[src/rtl/countdown_sequencer_pkg.sv]
// countdown_pkg: the state type shared by the countdown sequencer and its bus.
//   IDLE - waiting for a load
//   RUN  - emitting indices
package countdown_pkg;

    typedef enum logic {
        IDLE = 1'b0,
        RUN  = 1'b1
    } state_t;

endpackage

[src/rtl/countdown_sequencer_if.sv]
// countdown_sequencer_if: handshake bundle for the countdown sequencer.
//   load_valid/load_ready/load_count : load port (count N sampled on handshake)
//   abort                            : cancel a running sequence
//   idx_valid/idx_ready/idx/idx_last : index stream, N-1 down to 0
//   busy, done                       : status (done is a one-cycle pulse)
// master = the client driving loads and consuming indices, slave = the sequencer.
interface countdown_sequencer_if #(
    parameter int WIDTH = 8
);
    logic             load_valid;
    logic             load_ready;
    logic [WIDTH-1:0] load_count;
    logic             abort;
    logic             idx_valid;
    logic             idx_ready;
    logic [WIDTH-1:0] idx;
    logic             idx_last;
    logic             busy;
    logic             done;

    modport master (
        output load_valid, load_count, abort, idx_ready,
        input  load_ready, idx_valid, idx, idx_last, busy, done
    );

    modport slave (
        input  load_valid, load_count, abort, idx_ready,
        output load_ready, idx_valid, idx, idx_last, busy, done
    );
endinterface

[src/rtl/countdown_sequencer.sv]
// countdown_sequencer: loads a beat count N, then emits indices N-1 down to 0,
// one per accepted beat, and pulses done once per completed sequence
// (including N = 0). Used for reverse-order traversals.
//   clk : clock, all state on the rising edge
//   rst : asynchronous active-low reset
//   bus : countdown_sequencer_if slave modport (load port, index stream, status)
//
// state | meaning
// ------+-----------------------------------------------------------
// IDLE  | load_ready high; a load of N>0 starts RUN, N=0 pulses done
// RUN   | idx_valid/busy high; idx = index register, counts to 0
module countdown_sequencer
    import countdown_pkg::*;
#(
    parameter int WIDTH = 8
) (
    input  logic                  clk,
    input  logic                  rst,
    countdown_sequencer_if.slave  bus
);

    state_t           state_q, state_d;
    logic [WIDTH-1:0] idx_q, idx_d;
    logic             done_q, done_d;

    always_comb begin
        state_d = state_q;
        idx_d   = idx_q;
        done_d  = 1'b0;
        case (state_q)
            IDLE: begin
                if (bus.load_valid) begin
                    if (bus.load_count != '0) begin
                        idx_d   = bus.load_count - WIDTH'(1);
                        state_d = RUN;
                    end else begin
                        done_d = 1'b1;
                    end
                end
            end
            RUN: begin
                // abort wins over a beat handshaked in the same cycle
                if (bus.abort) begin
                    state_d = IDLE;
                end else if (bus.idx_ready) begin
                    // index 0 always leaves RUN, so the decrement never wraps
                    if (idx_q != '0) begin
                        idx_d = idx_q - WIDTH'(1);
                    end else begin
                        state_d = IDLE;
                        done_d  = 1'b1;
                    end
                end
            end
            default: state_d = IDLE;
        endcase
    end

    always_ff @(posedge clk or negedge rst) begin
        if (!rst) begin
            state_q <= IDLE;
            idx_q   <= '0;
            done_q  <= 1'b0;
        end else begin
            state_q <= state_d;
            idx_q   <= idx_d;
            done_q  <= done_d;
        end
    end

    // Decoded from the state flop so reset clears valid/busy immediately.
    assign bus.load_ready = (state_q == IDLE);
    assign bus.idx_valid  = (state_q == RUN);
    assign bus.busy       = (state_q == RUN);
    assign bus.idx        = idx_q;
    assign bus.idx_last   = (state_q == RUN) && (idx_q == '0);
    assign bus.done       = done_q;

endmodule

[src/flat_wrapper.sv]
// flat-port wrapper written by rule: the top's interface ports become plain ports
module countdown_sequencer_flat import countdown_pkg::*;
#(
    parameter int WIDTH = 8
)
  (clk, rst, bus_load_valid, bus_load_count, bus_abort, bus_idx_ready, bus_load_ready, bus_idx_valid, bus_idx, bus_idx_last, bus_busy, bus_done);
  countdown_sequencer_if #(.WIDTH(WIDTH)) bus_i ();
  input  logic clk;
  input  logic rst;
  input wire logic [$bits(bus_i.load_valid)-1:0] bus_load_valid;
  input wire logic [$bits(bus_i.load_count)-1:0] bus_load_count;
  input wire logic [$bits(bus_i.abort)-1:0] bus_abort;
  input wire logic [$bits(bus_i.idx_ready)-1:0] bus_idx_ready;
  output wire logic [$bits(bus_i.load_ready)-1:0] bus_load_ready;
  output wire logic [$bits(bus_i.idx_valid)-1:0] bus_idx_valid;
  output wire logic [$bits(bus_i.idx)-1:0] bus_idx;
  output wire logic [$bits(bus_i.idx_last)-1:0] bus_idx_last;
  output wire logic [$bits(bus_i.busy)-1:0] bus_busy;
  output wire logic [$bits(bus_i.done)-1:0] bus_done;
  assign bus_i.load_valid = bus_load_valid;
  assign bus_i.load_count = bus_load_count;
  assign bus_i.abort = bus_abort;
  assign bus_i.idx_ready = bus_idx_ready;
  assign bus_load_ready = bus_i.load_ready;
  assign bus_idx_valid = bus_i.idx_valid;
  assign bus_idx = bus_i.idx;
  assign bus_idx_last = bus_i.idx_last;
  assign bus_busy = bus_i.busy;
  assign bus_done = bus_i.done;
  countdown_sequencer #(.WIDTH(WIDTH)) u_core (.clk(clk), .rst(rst), .bus(bus_i));
endmodule
[config.mk]
export PLATFORM = sky130hd
export DESIGN_NAME = countdown_sequencer_flat
export DESIGN_NICKNAME = d
export VERILOG_FILES = /design/src/rtl/countdown_sequencer_pkg.sv /design/src/rtl/countdown_sequencer_if.sv /design/src/rtl/countdown_sequencer.sv /design/src/flat_wrapper.sv
export SDC_FILE = /design/constraint.sdc
export NUM_CORES = 1
export LEC_CHECK = 0
export BUFFER_PORTS_ARGS = -buffer_cell sky130_fd_sc_hd__buf_2
export CAP_MARGIN = 30
export CELL_PAD_IN_SITES_DETAIL_PLACEMENT = 0
export CELL_PAD_IN_SITES_GLOBAL_PLACEMENT = 1
export CORE_MARGIN = 4
export CORE_UTILIZATION = 38
export DETAILED_ROUTE_END_ITERATION = 12
export PLACE_DENSITY = 0.88
export SETUP_SLACK_MARGIN = 0.1
export SYNTH_ARGS = -nofsm -noshare
export SYNTH_HDL_FRONTEND = slang
export SYNTH_SLANG_ARGS = --single-unit
export TNS_END_PERCENT = 5
[constraint.sdc]
create_clock -name clk -period 3.63 [get_ports clk]
set_input_delay 0 -clock clk [delete_from_list [all_inputs] [get_ports clk]]
set_output_delay 0 -clock clk [all_outputs]
set_load 0.02 [all_outputs]
==> results.py <==
metrics = {
    "place": {
        "place_area_um2": 920,
        "post-dp-hpwl_um": 1560,
        "port_buffers": 25,
        "gp_congestion": 0.827,
    },
    "setup_path": {
        "reg2regPathDepth": 5,
        "start_kind": "register",
        "critPathRequiredTime_ns": 3.85,
        "crit_path_max_fanout": 23,
        "end_kind": "register",
        "crit_arrival_ns": 2.43,
        "path_class": "register to register",
    },
    "timing": {
        "slew_violations": 0,
        "rsz0062_at_grt": "false",
        "maxSlewHeadroom": 0.562,
        "hold-worst-slack_ns": 0.0680,
        "worst-slew-pin-transition_ns": 0.656,
        "skew_ns": 0.0109,
        "period_share": 0.608,
        "hold_viol_final": 0,
        "period_minus_slack_ns": 2.21,
        "fmaxAchievable_ghz": 0.453,
        "setup_viol_count_final": 0,
        "fin_setup_tns_ns": 0,
    },
    "synth": {
        "ys_seq_area_frac": 0.315,
        "synth.distinct_cells": 42,
        "synth_warnings": 0,
        "synth-xor-area-share": 0.0441,
        "synth_compound_area_frac": 0.211,
        "syn_inst": 90,
        "synth_edf_count": 0,
        "synthArstFlopShare": 1.00,
        "syn_area_per_cell_um2": 8.83,
        "synth.area.mux_share": 0.0378,
        "synth_top_family_by_area": "simple AND/OR/NAND/NOR gates",
        "ys.flop_type": "dfrtp_1",
        "synth_fa_ha_area_frac": 0.0157,
        "yosys-top-cells-count": "11 x nand2_1, 10 x dfrtp_1, 9 x nor2_1",
        "synth_top_area_cell": "dfrtp_1",
        "synth_area_um2": 795,
        "synth_nets": 104,
        "synth-seq-cells": 10,
        "yosysMostFrequentCell": "nand2_1",
        "synth_top_area_share": 0.315,
        "synthTopCellsByArea": "dfrtp_1 31%, nand2_1 5.2%, nor3_1 5.0%",
        "synth-simple-area-share": 0.329,
    },
    "route": {
        "num_vias": 803,
        "top_layer": "met3",
        "met1_length_um": 921,
        "wl_met2_um": 958,
        "wl_per_cell_um": 14.4,
        "wl_met3_um": 183,
        "drc": 0,
        "ant_nets": 0,
        "avgViaCountPerCell": 5.62,
        "drt-initial-drc-count": 23,
        "totalWireLength_um": 2060,
        "drtPass1Iterations": 4,
    },
    "worst_hold_path": {
        "hold_depth": 3,
        "hp-class": "input pin to register",
    },
    "final_layout": {
        "nFillCells": 184,
        "finalInstanceArea_um2": 962,
        "insertedDiodeCount": 0,
        "syn_to_final_growth_pct": 21.1,
        "fin_nets": 132,
        "multiInputGateArea_um2": 507,
        "layout-drive-gt1-share": 0.310,
        "ff_latch_area_um2": 250,
    },
    "cts": {
        "clk_pin_slew_ns": 0.07,
        "cts_hold_buf": 2,
        "clk_latency_ns": 0.28,
        "cts_root_buffer": "clkbuf_4",
        "cts_buffer_depth": 2,
        "numCtsBuffers": 3,
        "cts_tree": "yes",
        "cts_sinks": 10,
        "post_cts_resize_count": 0,
        "htree_levels": 1,
        "post_cts_buffers": 0,
    },
    "floorplanning": {
        "ios": 26,
        "start_util": 0.401,
        "core.rowCount": 16,
        "die_area_um2": 2890,
        "dieWidth_um": 53.7,
        "die_y_um": 53.7,
        "core_area_um2": 1980,
    },
    "outcome": {
        "status": "finished, final reports clean",
    },
    "global_route": {
        "grt_pass1_wl_um": 3450,
        "grt_pass1_vias": 749,
        "grt_overflow": 0,
        "antenna_found_initial": 0,
        "grt_max_degree": 24,
        "grt_use_total": 0.166,
    },
    "power": {
        "power_density_nw_per_um2": 612,
        "ir_drop_mv": 0.289,
        "leakage_nw": 0.419,
    },
    "job": {
        "maxCapViolCount": 0,
    },
}
## area by class of cell
cell class,instances,share of cell area
inverters,1,0.00390
clock buffers,3,0.0234
flip-flops and latches,10,0.260
repair buffers,27,0.151
well taps,27,0.0351
multi-input cells,75,0.527
## per-stage QoR
step                      setup WS (ns)  cells  power, mW   util
after global placement             1.48    138      0.508  0.464
after detailed placement           1.43    138      0.510  0.464
after floorplan                    1.44     90      0.420      -
final                              1.42    143      0.589  0.485
after CTS                          1.43    143      0.594  0.485
after global routing               1.20    143      0.643  0.485
## cell families (layout without fill, tap and decap cells)
| kind of cell | Yosys count | count (layout) |
|---|---|---|
| buffers and inverters | 5 | 31 |
| adder cells (fa/ha/maj) | 1 | 1 |
| XOR/XNOR | 4 | 4 |
| flip-flops | 10 | 10 |
| multiplexers | 3 | 3 |
| AO/OA/AOI/OAI | 21 | 21 |
| AND/OR/NAND/NOR | 46 | 46 |
## state kept, by name (all words and copies together) (netlist names)
register / count
u_core.bus.busy: 1
u_core.bus.done: 1
u_core.bus.idx: 8
## placed cells by master (no fill, tap or decap), types with 2 or more instances in the layout
cell type,synthesis,layout
buf_2,0,25
nand2_1,11,11
dfrtp_1,10,10
nor2_1,9,9
nor3_1,8,8
a21oi_1,4,4
mux2i_1,3,3
nand3_1,3,3
xor2_1,3,3
clkbuf_4,0,3
nand4_1,2,2
o21ai_1,2,2
nor3b_1,2,2
nor4_1,2,2
dlygate4sd3_1,0,2
## worst paths after layout
path,startpoint,end,slack (ns)
max in group asynchronous,rst,u_core.bus.idx[6],3.30
worst min-delay path,bus_idx_ready,u_core.bus.done,0.07
worst max register to register,u_core.bus.busy,u_core.bus.idx[7],1.42
min in group asynchronous,rst,u_core.bus.idx[7],0.12
worst min register to register,u_core.bus.idx[0],u_core.bus.idx[0],0.57
worst max-delay path,u_core.bus.busy,u_core.bus.idx[7],1.42
## routing by layer
layer / vias up / track usage
met5: - / 0
met4: 0 / 0.0596
met3: 0 / 0.0693
met2: 30 / 0.242
met1: 375 / 0.218
li1: 398 / -
## critical path, stage by stage, from the launching register on
cell and delay [ns]:
dfrtp_1 0.76, inv_1 0.30, nor2_1 0.28, a31o_1 0.42
o221a_1 0.26, o211a_1 0.14
## power breakdown
part	total, mW	switching, mW	internal (mW)
Sequential	0.225	0.0733	0.152
Clock	0.0790	0.0406	0.0384
Combinational	0.285	0.167	0.118
Total	0.589	0.281	0.308
No activity file was read; power rests on OpenSTA's default activity.
